File: src/rtl/io_irq_port.sv
// Device-to-CPU port: input FIFO with an IDLE/ASSERT/RELEASE interrupt handshake and a registered CPU output word.
// Define IO_IRQ_HOLDOFF_EN to enforce a minimum HOLDOFF-cycle gap between interrupt episodes.
module io_irq_port #(
  parameter int DEPTH   = 4,
  parameter int HOLDOFF = 4
) (
  input  logic        clk,
  input  logic        reset,
  input  logic [15:0] dev_data,
  input  logic        dev_valid,
  output logic        dev_ready,
  output logic [15:0] data_in,
  output logic        interrupt,
  input  logic        int_ack,
  input  logic [15:0] data_out,
  input  logic        out_we,
  output logic [15:0] out_word,
  output logic        out_valid,
  output logic        overflow
);
  localparam int AW = $clog2(DEPTH);

  localparam logic [1:0] S_IDLE    = 2'd0;
  localparam logic [1:0] S_ASSERT  = 2'd1;
  localparam logic [1:0] S_RELEASE = 2'd2;

  logic [15:0]   mem_q [DEPTH];
  logic [AW-1:0] wr_ptr_q, rd_ptr_q;
  logic [AW:0]   cnt_q, cnt_d;
  logic [1:0]    state_q, state_d;
  logic [15:0]   out_word_q;
  logic          out_valid_q, overflow_q;
  logic          full, empty, push, pop, hold_done;

  assign full  = (cnt_q == (AW+1)'(DEPTH));
  assign empty = (cnt_q == '0);
  assign pop   = (state_q == S_ASSERT) && int_ack && !empty;
  // A pop frees the slot in the same cycle, so a full FIFO may still accept a push.
  assign push  = dev_valid && (!full || pop);

  always_comb begin
    cnt_d = cnt_q;
    case ({push, pop})
      2'b10:   cnt_d = cnt_q + 1'b1;
      2'b01:   cnt_d = cnt_q - 1'b1;
      default: cnt_d = cnt_q;
    endcase
  end

  always_ff @(posedge clk) begin
    if (reset) begin
      wr_ptr_q   <= '0;
      rd_ptr_q   <= '0;
      cnt_q      <= '0;
      overflow_q <= 1'b0;
    end else begin
      if (push) wr_ptr_q <= wr_ptr_q + 1'b1;
      if (pop)  rd_ptr_q <= rd_ptr_q + 1'b1;
      cnt_q <= cnt_d;
      if (dev_valid && !push) overflow_q <= 1'b1;
    end
  end

  // Storage needs no reset: the head is masked while the FIFO is empty.
  always_ff @(posedge clk) begin
    if (!reset && push) mem_q[wr_ptr_q] <= dev_data;
  end

`ifdef IO_IRQ_HOLDOFF_EN
  localparam int HW = $clog2(HOLDOFF + 1);
  logic [HW-1:0] hold_q;

  // Counts RELEASE cycles; interrupt has been low for hold_q+1 cycles.
  assign hold_done = (int'(hold_q) + 1) >= HOLDOFF;

  always_ff @(posedge clk) begin
    if (reset)                       hold_q <= '0;
    else if (state_q != S_RELEASE)   hold_q <= '0;
    else if (!hold_done)             hold_q <= hold_q + 1'b1;
  end
`else
  // HOLDOFF only matters when the holdoff counter is built.
  assign hold_done = (HOLDOFF >= 0);
`endif

  always_comb begin
    state_d = state_q;
    case (state_q)
      S_IDLE:    if (!empty || push)        state_d = S_ASSERT;
      S_ASSERT:  if (int_ack)               state_d = S_RELEASE;
      S_RELEASE: if (!int_ack && hold_done) state_d = S_IDLE;
      default:                              state_d = S_IDLE;
    endcase
  end

  always_ff @(posedge clk) begin
    if (reset) begin
      state_q     <= S_IDLE;
      out_word_q  <= '0;
      out_valid_q <= 1'b0;
    end else begin
      state_q     <= state_d;
      out_valid_q <= out_we;
      if (out_we) out_word_q <= data_out;
    end
  end

  assign dev_ready = !full;
  assign data_in   = empty ? 16'h0000 : mem_q[rd_ptr_q];
  assign interrupt = (state_q == S_ASSERT);
  assign out_word  = out_word_q;
  assign out_valid = out_valid_q;
  assign overflow  = overflow_q;
endmodule

File: config.mk
export PLATFORM = sky130hd
export DESIGN_NAME = io_irq_port
export DESIGN_NICKNAME = d
export VERILOG_FILES = /design/src/rtl/io_irq_port.sv
export SDC_FILE = /design/constraint.sdc
export NUM_CORES = 1
export LEC_CHECK = 0
export BUFFER_PORTS_ARGS = -buffer_cell sky130_fd_sc_hd__buf_2
export CAP_MARGIN = 20
export CORE_UTILIZATION = 58
export CTS_CLUSTER_SIZE = 24
export DETAILED_ROUTE_END_ITERATION = 8
export PLACE_DENSITY = 0.93
export SLEW_MARGIN = 20
export SYNTH_ARGS = -nofsm -noshare
export SYNTH_HDL_FRONTEND = slang
export SYNTH_SLANG_ARGS = --single-unit
File: constraint.sdc
create_clock -name clk -period 4.2 [get_ports clk]
set_input_delay 0.84 -clock clk [delete_from_list [all_inputs] [get_ports clk]]
set_output_delay 0.84 -clock clk [all_outputs]
set_load 0.05 [all_outputs]
* Word level (Yosys, flattened, before mapping)
Memories as Yosys holds them, arrays and structs flattened. A register that Yosys moved wholly into a read port is not among the register bits.
Index checks and enable logic that the tools add are counted.
** Storage, ports and cells
- Bits in registers :: 27
- Memory bits (writable) :: 64
- Input port bits :: 37
- Output and inout bits :: 36
- Logic and storage cells :: 45
- Memories :: 1
** Memories
- mem_q :: depth 4, bits a word 16, read ports 1, clocked after memory_dff 1, write ports 1, RTL line 27 : logic [15:0] mem_q [DEPTH];
** Operators by class
- Add/sub/neg operators :: 4
- Equality and inequality tests :: 8
- Multiplexer cells :: 10
- Reduce and logical (&&, ||, !) cells :: 15
** Operators by type and width (number)
- $mux 16 :: 1
- $mux 2 :: 5
- $pmux 2 s3 :: 1
- $pmux 3 s2 :: 1
- $logic_and 1x1->1 :: 5
- $add 2x1->2 const B :: 2
- $eq 2x1->1 const B :: 2
- $eq 2x2->1 const B :: 2
- $logic_not 1->1 :: 4
- $ne 2x2->1 const B :: 2
- $add 3x1->3 const B :: 1
- $eq 3x3->1 const B :: 1
- $logic_not 3->1 :: 1
- $reduce_and 3->1 :: 1
- $sub 3x1->3 const B :: 1
- $logic_not 2->1 :: 1
- $logic_or 1x1->1 :: 2
- $mux 1 :: 2
- $ne 2x1->1 const B :: 1
- $reduce_bool 2->1 :: 1

* Logic depth before layout (Yosys ltp)
Gate-level depths: netlist of run 1.
- Word-level depth :: 8
- Gate-level depth with buffers :: 8
- Depth with buffers taken out :: 7

* Worst setup path before layout of run 1
Ideal clock, no wire load.
- Kind :: reg2out
- Start :: register with a tool-made name
- End :: output data_in[10]
- Arrival time :: 1691 ps
- Required time :: 3360 ps
- Slack :: 1669 ps
- Cell stages (with the launch flop) :: 5
- Buffers on the path :: 2
- Cell sequence :: dfxtp_1 buf_2 buf_4 mux4_2 nor2b_1
** RTL lines
- end: declaration :: RTL line 12 : output logic [15:0] data_in,

==> results.sh, run 1 <==
export IMPL_fmax_ghz=0.360
export IMPL_required_ns=3.36
export IMPL_worst_setup_path_end_kind="output pin"
export IMPL_start_util_pct=61.2
export IMPL_hold_path_class="register to register"
export IMPL_postSynthAreaPerCell_um2=15.8
export IMPL_avgViaCountPerCell=5.39
export IMPL_grt_start_max_net_pins=32
export IMPL_clkTransAtPathRegs_ns=0.09
export IMPL_ys_async_sr_fraction_pct=0
export IMPL_setup_violations=0
export IMPL_drt_wl_total_mm=6.12
export IMPL_cp_slowest_stage_delay_ns=0.79
export IMPL_dr_first_iter_drc_count=126
export IMPL_cts_sinks=93
export IMPL_outcome="complete, no violations"
export IMPL_netlist_area_leader_share_pct=52.1
export IMPL_via_count=2076
export IMPL_clockRootBuffer="clkbuf_8"
export IMPL_ys_warnings_count=0
export IMPL_fin_tns_setup_ns=0
export IMPL_drc=0
export IMPL_grt_pass1_wl_mm=9.65
export IMPL_clock_skew_ns=0.0131
export IMPL_die_height_um=81.7
export IMPL_final_util_pct=71.4
export IMPL_drive_gt1_share_pct=35.2
export IMPL_syn_inst=233
export IMPL_yosys_cell_count_top_type="edfxtp_1"
export IMPL_synthDistinctLibCells=34
export IMPL_htreeDepth=3
export IMPL_synth_common_cells="edfxtp_1 (64), dfxtp_1 (29), nor2_1 (25)"
export IMPL_ys_seq_area_share_pct=67.9
export IMPL_synth_edf_count=64
export IMPL_ff2ff_setup_slack_ns=1.97
export IMPL_antenna_found_initial=0
export IMPL_clk_latency_ns=0.35
export IMPL_tightest_slew_ns=0.827
export IMPL_ant_nets=0
export IMPL_powerDensity_mw_per_mm2=447
export IMPL_syn_nets=275
export IMPL_drv_cap=0
export IMPL_worst_path_buf_inv=1
export IMPL_crit_path_start_kind="register"
export IMPL_postCtsResizedCells=0
export IMPL_antenna_cells=0
export IMPL_ys_ff_latch=93
export IMPL_p_leak_nw=1.64
export IMPL_cp_cell_sequence="mux4_2 > nor2b_1 > buf_2"
export IMPL_die_area_mm2=0.00668
export IMPL_grt_pass1_vias=2078
export IMPL_rsz0062_at_grt="false"
export IMPL_holdBufCountCts=0
export IMPL_synth_largest_area_cell="edfxtp_1"
export IMPL_dr_pass1_iters=4
export IMPL_io_pins=73
export IMPL_cp_slowest_cell="dfxtp_1"
export IMPL_fp_dieW_um=81.7
export IMPL_io_buffers=72
export IMPL_final_period_utilization_pct=66.1
export IMPL_maxSlewHeadroom_pct=44.9
export IMPL_clk_path_buf_depth=2
export IMPL_worstPathMaxFanout=16
export IMPL_dp_hpwl_mm=4.06
export IMPL_syn2layout_area_growth_pct=16.8
export IMPL_core_region_area_mm2=0.00603
export IMPL_hold_viol_final=0
export IMPL_post_cts_buffers=0
export IMPL_cts_buffers=9
export IMPL_gr_total_overflow=0
export IMPL_layout_min_cycle_time_ns=2.78
export IMPL_netlist_area_mm2=0.00369
export IMPL_ys_top_cells_by_area="edfxtp_1 (52%), dfxtp_1 (16%), mux4_2 (9.8%)"
export IMPL_drv_slew=0
export IMPL_critPathKind="register to output pin"
export IMPL_finalNetCount=347
export IMPL_cts_tree="done"
export IMPL_gp_congestion=0.814
export IMPL_synthFlopType="edfxtp_1"
export IMPL_grt_total_usage_pct=20.2
export IMPL_arrival_ns=1.94
export IMPL_wl_per_cell_um=15.9
export IMPL_path_delay_family="flip-flops"
export IMPL_rows=28
export IMPL_ir_drop_uv=274
state kept, by name (all words and copies together) (netlist names), named ones only:
signal	cells
mem_q	64
state_q	2
out_word	16
out_valid	1
cnt_q	3
overflow	1
wr_ptr_q	2
rd_ptr_q	2
worst paths after layout:
path              cells after the start      from     endpoint
setup / recovery                      3  register  data_in[15]
hold / removal                        2  overflow     overflow
setup reg to reg                      8  cnt_q[2]     cnt_q[2]
hold reg to reg                       2  overflow     overflow
metal layers:
layer  vias to the layer above  wire length [um]  global-route usage (%)
li1                       1002                 -                       -
met1                      1000              2580                    24.0
met2                        61              3160                    34.4
met3                        13               256                    4.11
met4                         0               131                    11.1
met5                         -                 0                       0
layout make-up:
class / instances / area (um^2)
Sequential cell: 93 / 2500
Fill cell: 390 / 1720
Multi-Input combinational cell: 123 / 1110
Timing Repair Buffer: 74 / 375
Clock buffer: 9 / 124
Tap cell: 75 / 93.8
Clock inverter: 7 / 80.1
Inverter: 4 / 15.0
per-stage QoR:
stage / hold WS, ns / setup slack [ns] / area, um^2 / cells / power (mW)
floorplan: 0.471 / 1.67 / 3690 / 233 / 1.28
global route: 0.523 / 1.29 / 4300 / 385 / 2.00
global placement: 0.451 / 1.58 / 4100 / 369 / 1.34
CTS: 0.487 / 1.36 / 4300 / 385 / 1.94
finish: 0.476 / 1.42 / 4300 / 385 / 1.93
detailed placement: 0.463 / 1.49 / 4100 / 369 / 1.36
worst reg2reg max path: stages (launching register included):
cell and delay, ns:
dfxtp_1 0.45, nor3_2 0.08, buf_4 0.21, or3_1 0.38
fa_1 0.41, nor2b_1 0.19, nand2_1 0.11, a32oi_1 0.21
a21oi_1 0.08
cell families after synthesis:
| kind of cell | synth area share, % |
|---|---|
| fa+ha+maj | 1.90 |
| mux | 14.7 |
| compound gates | 2.55 |
| xor+xnor | 1.19 |
| buf+inv | 2.04 |
| flops | 67.9 |
| simple gates | 9.78 |
layout by cell type (no fill, tap or decap), drive strengths merged:
| cell type | count |
|---|---|
| inv | 8 |
| ha | 4 |
| nand3b | 2 |
| buf | 74 |
| mux2i | 18 |
| mux4 | 16 |
| or3 | 2 |
| dfxtp | 29 |
| xnor2 | 5 |
| o211ai | 1 |
| a32oi | 1 |
| a21o | 1 |
| nor3b | 4 |
| or3b | 1 |
| o21ai | 3 |
| a2bb2oi | 1 |
| and3b | 1 |
| or4b | 1 |
| bufinv | 1 |
| and2 | 4 |
| a21oi | 5 |
| nor2 | 25 |
| edfxtp | 64 |
| o311ai | 1 |
| clkinvlp | 2 |
| fa | 1 |
| nor3 | 2 |
| nand2 | 4 |
| clkbuf | 9 |
| nor2b | 19 |
| a2111oi | 1 |
power by group:
part           internal, mW  switching (mW)  total [mW]
Sequential             1.02          0.0190        1.03
Clock                 0.283           0.309       0.592
Combinational        0.0922           0.207       0.299
Note: power is estimated with default switching activity, not from simulation.
==> run 2, diff against run 1 <==
Settings changed: CORE_UTILIZATION 58 to 49, PLACE_DENSITY 0.93 to 0.85.
Clock period 4.2 ns to 2.29 ns, I/O delays scaled along.
==> results.sh, run 2 (same netlist as run 1, synthesis figures left out) <==
export IMPL_pre_cts_ws_ns=0.170
export IMPL_multi_input_area_mm2=0.00111
export IMPL_gr_total_overflow=0
export IMPL_fin_tns_setup_ns=0
export IMPL_finalNetCount=356
export IMPL_fillCellCount=542
export IMPL_htreeDepth=3
export IMPL_grt_total_usage_pct=17.1
export IMPL_drv_cap=0
export IMPL_final_period_utilization_pct=96.6
export IMPL_maxSlewHeadroom_pct=67.1
export IMPL_cts_buffers=9
export IMPL_ff2ff_setup_slack_ns=0.11
export IMPL_fmax_ghz=0.452
export IMPL_ir_drop_uv=462
export IMPL_ant_nets=0
export IMPL_die_height_um=88.7
export IMPL_hold_path_class="input port to register"
export IMPL_powerDensity_mw_per_mm2=791
export IMPL_p_leak_nw=1.70
export IMPL_clock_skew_ns=0.0116
export IMPL_worstPathMaxFanout=8
export IMPL_drc=0
export IMPL_layout_min_cycle_time_ns=2.21
export IMPL_clk_latency_ns=0.35
export IMPL_die_area_mm2=0.00787
export IMPL_post_cts_buffers=0
export IMPL_wl_per_cell_um=15.0
export IMPL_tightest_slew_ns=0.481
export IMPL_cts_sinks=93
export IMPL_arrival_ns=1.75
export IMPL_io_pins=73
export IMPL_grt_start_max_net_pins=31
export IMPL_outcome="complete, no violations"
export IMPL_setup_ws_ns=0.0782
export IMPL_worst_setup_path_end_kind="output pin"
export IMPL_clkTransAtPathRegs_ns=0.11
export IMPL_crit_path_start_kind="register"
export IMPL_start_util_pct=50.8
export IMPL_dr_first_iter_drc_count=89
export IMPL_cp_cell_sequence="clkbuf_16 > mux4_2 > nor2b_1 > buf_2"
export IMPL_hold_viol_final=0
export IMPL_largest_register="mem_q"
export IMPL_dr_pass1_iters=4
export IMPL_antenna_found_initial=1
export IMPL_via_count=2131
export IMPL_drv_slew=0
export IMPL_path_delay_family="multiplexers"
export IMPL_clockRootBuffer="clkbuf_8"
export IMPL_dp_hpwl_mm=4.16
export IMPL_cp_slowest_stage_delay_ns=0.48
export IMPL_grt_pass1_wl_mm=9.69
export IMPL_worst_path_buf_inv=2
export IMPL_core_region_area_mm2=0.00725
export IMPL_setup_violations=0
export IMPL_layout_common_cells="buf_2 (70), edfxtp_1 (64), dfxtp_1 (28)"
export IMPL_cts_tree="done"
export IMPL_clk_path_buf_depth=2
export IMPL_grt_pass1_vias=2034
export IMPL_fp_dieW_um=88.7
export IMPL_mostFrequentLayoutCell="buf_2"
export IMPL_rows=31
export IMPL_drt_wl_total_mm=6.28
export IMPL_seqCellArea_mm2=0.00250
export IMPL_io_buffers=72
export IMPL_required_ns=1.83
export IMPL_holdBufCountCts=0
export IMPL_drive_gt1_share_pct=37.3
export IMPL_cp_slowest_cell="mux4_2"
export IMPL_gp_congestion=0.775
export IMPL_whs_ns=0.316
export IMPL_largest_reg_flops=64
export IMPL_syn2layout_area_growth_pct=20.3
export IMPL_avgViaCountPerCell=5.09
export IMPL_critPathKind="register to output pin"
run 2: cell types whose count changed in the layout (fill, tap and decap cells not counted), moves of 2 or more:
cell / previous run / this run
buf_2: 72 / 70
inv_8: 0 / 3
inv_6: 4 / 1
buf_4: 2 / 11
run 2: metrics by stage:
stage / instances / cell area (um^2) / utilization (%) / power [mW]
6_report: 419 / 4440 / 61.2 / 3.51
3_5_place_dp: 401 / 4200 / 57.9 / 2.50
3_3_place_gp: 401 / 4200 / 57.9 / 2.49
2_1_floorplan: 233 / 3690 / - / 2.34
4_1_cts: 417 / 4400 / 60.7 / 3.53
5_1_grt: 419 / 4440 / 61.2 / 3.65
run 2: worst paths after layout:
check,start,end,depth (start not counted)
max,register,data_in[14],4
min,dev_data[8],mem_q[1][8],1
max reg2reg,state_q[0],cnt_q[2],7
min reg2reg,overflow,overflow,2
run 2: layout make-up:
cell class,count,share of cell area [%]
Antenna cell,1,0.0564
Sequential cell,93,56.4
Clock buffer,9,2.79
Clock inverter,7,1.69
Timing Repair Buffer,83,10.8
Multi-Input combinational cell,123,25.1
Inverter,4,0.339
Tap cell,99,2.79
run 2: what timing repair did:
| item | in CTS | in global routing |
|---|---|---|
| hold endpoints to repair | 0 | 0 |
| setup endpoints to repair | 0 | 11 |
| resized for setup | 0 | 5 |
run 2: where the power goes:
| group | total, mW | leakage (nW) | internal (mW) | switching [mW] |
|---|---|---|---|---|
| Clock | 1.04 | 0.0986 | 0.432 | 0.607 |
| Sequential | 1.90 | 0.820 | 1.86 | 0.0350 |
| Combinational | 0.573 | 0.779 | 0.186 | 0.386 |
| Total | 3.51 | 1.70 | 2.48 | 1.03 |
run 2: layer usage:
metal / vias up / GRT usage, % / wire (um)
li1: 1025 / - / -
met1: 1047 / 20.6 / 2660
met2: 53 / 28.3 / 3300
met3: 6 / 4.57 / 214
met4: 0 / 9.38 / 101
met5: - / 0 / 0
==> run 3, diff against run 2 <==
Settings changed: PLACE_DENSITY 0.85 to 0.84.
==> results.sh, run 3 (same netlist as run 1, synthesis figures left out) <==
export IMPL_tightest_slew_ns=0.455
export IMPL_clkTransAtPathRegs_ns=0.09
export IMPL_clock_skew_ns=0.0116
export IMPL_drv_cap=0
export IMPL_grt_pass1_wl_mm=9.59
export IMPL_p_leak_nw=1.70
export IMPL_fmax_ghz=0.449
export IMPL_hold_viol_final=0
export IMPL_htreeDepth=3
export IMPL_ant_nets=0
export IMPL_core_region_area_mm2=0.00725
export IMPL_grt_pass1_vias=2054
export IMPL_worst_setup_path_end_kind="output pin"
export IMPL_syn2layout_area_growth_pct=20.4
export IMPL_via_count=2158
export IMPL_drive_gt1_share_pct=36.9
export IMPL_outcome="complete, no violations"
export IMPL_crit_path_start_kind="register"
export IMPL_dr_first_iter_drc_count=133
export IMPL_cts_sinks=93
export IMPL_cts_tree="done"
export IMPL_grt_total_usage_pct=16.9
export IMPL_ir_drop_uv=354
export IMPL_clockRootBuffer="clkbuf_8"
export IMPL_hold_path_class="input port to register"
export IMPL_finalNetCount=357
export IMPL_gp_congestion=0.779
export IMPL_final_period_utilization_pct=97.3
export IMPL_post_cts_buffers=0
export IMPL_setup_violations=0
export IMPL_clk_latency_ns=0.35
export IMPL_io_buffers=72
export IMPL_grt_start_max_net_pins=31
export IMPL_setup_ws_ns=0.0611
export IMPL_clk_path_buf_depth=2
export IMPL_io_pins=73
export IMPL_whs_ns=0.324
export IMPL_powerDensity_mw_per_mm2=802
export IMPL_drc=0
export IMPL_wl_per_cell_um=15.3
export IMPL_mostFrequentLayoutCell="buf_2"
export IMPL_start_util_pct=50.8
export IMPL_rows=31
export IMPL_pre_cts_ws_ns=0.151
export IMPL_seqCellArea_mm2=0.00250
export IMPL_dp_hpwl_mm=4.22
export IMPL_holdBufCountCts=0
export IMPL_gr_total_overflow=0
export IMPL_critPathKind="register to output pin"
export IMPL_die_height_um=88.7
export IMPL_fillCellCount=554
export IMPL_maxSlewHeadroom_pct=69.7
export IMPL_avgViaCountPerCell=5.15
export IMPL_multi_input_area_mm2=0.00111
export IMPL_antenna_cells=0
export IMPL_drt_wl_total_mm=6.42
export IMPL_layout_common_cells="buf_2 (70), edfxtp_1 (64), dfxtp_1 (28)"
export IMPL_postCtsResizedCells=0
export IMPL_arrival_ns=1.77
export IMPL_layout_min_cycle_time_ns=2.23
export IMPL_dr_pass1_iters=4
export IMPL_cts_buffers=9
export IMPL_largest_reg_flops=64
export IMPL_die_area_mm2=0.00787
export IMPL_drv_slew=0
export IMPL_antenna_found_initial=0
export IMPL_worstPathMaxFanout=8
export IMPL_required_ns=1.83
export IMPL_largest_register="mem_q"
export IMPL_fp_dieW_um=88.7
export IMPL_power_mw=3.56
## run 3: changes by cell type in the layout (fill, tap and decap cells not counted), sizes merged
cell,before,now
bufinv,0,1
clkinvlp,1,0
clkinv,2,1
inv,8,7
diode,1,0
clkbuf,10,14
buf,82,81
## run 3: worst max-delay path, stage by stage (launching register included)
cell and delay, ns:
dfxtp_2 0.40, clkbuf_16 0.19, mux4_2 0.48, nor2b_1 0.14, buf_2 0.21
## run 3: final timing paths
kind                                    end  slack, ns        start  cells past startpoint
worst min-delay path            mem_q[3][5]       0.32  dev_data[5]                      1
worst max-delay path            data_in[13]       0.06     register                      4
worst max register to register     cnt_q[2]       0.27   state_q[0]                      7
worst min register to register  out_word[1]       0.50  out_word[1]                      2
## run 3: per-stage QoR
| stage | utilization [%] | instance area, um^2 | setup TNS (ns) | std cells |
|---|---|---|---|---|
| after floorplan | - | 3690 | 0 | 233 |
| after detailed placement | 58.0 | 4210 | 0 | 402 |
| after global placement | 58.0 | 4210 | 0 | 402 |
| after global routing | 61.2 | 4440 | -0.00348 | 419 |
| after CTS | 60.8 | 4410 | 0 | 418 |
| final | 61.2 | 4440 | 0 | 419 |
## run 3: area by class of cell
cell class	count	share of cell area, %
tap	99	2.79
sequential	93	56.4
timing repair buffer	84	10.9
inverter	4	0.338
multi-input combinational	123	25.1
clock buffer	11	2.96
clock inverter	5	1.47
## run 3: where the power goes
part	internal, mW	switching [mW]	leakage (nW)
clock	0.520	0.572	0.0989
sequential	1.86	0.0358	0.820
combinational	0.184	0.386	0.784
total	2.57	0.993	1.70
## run 3: routing by layer
metal  global-route usage (%)  share of wire [%]  vias up
met3                     2.89                2.7       11
met4                     9.38                1.9        0
met2                     29.5                 53       48
met5                        0                  0        -
li1                         -                  -     1024
met1                     19.8                 43     1075
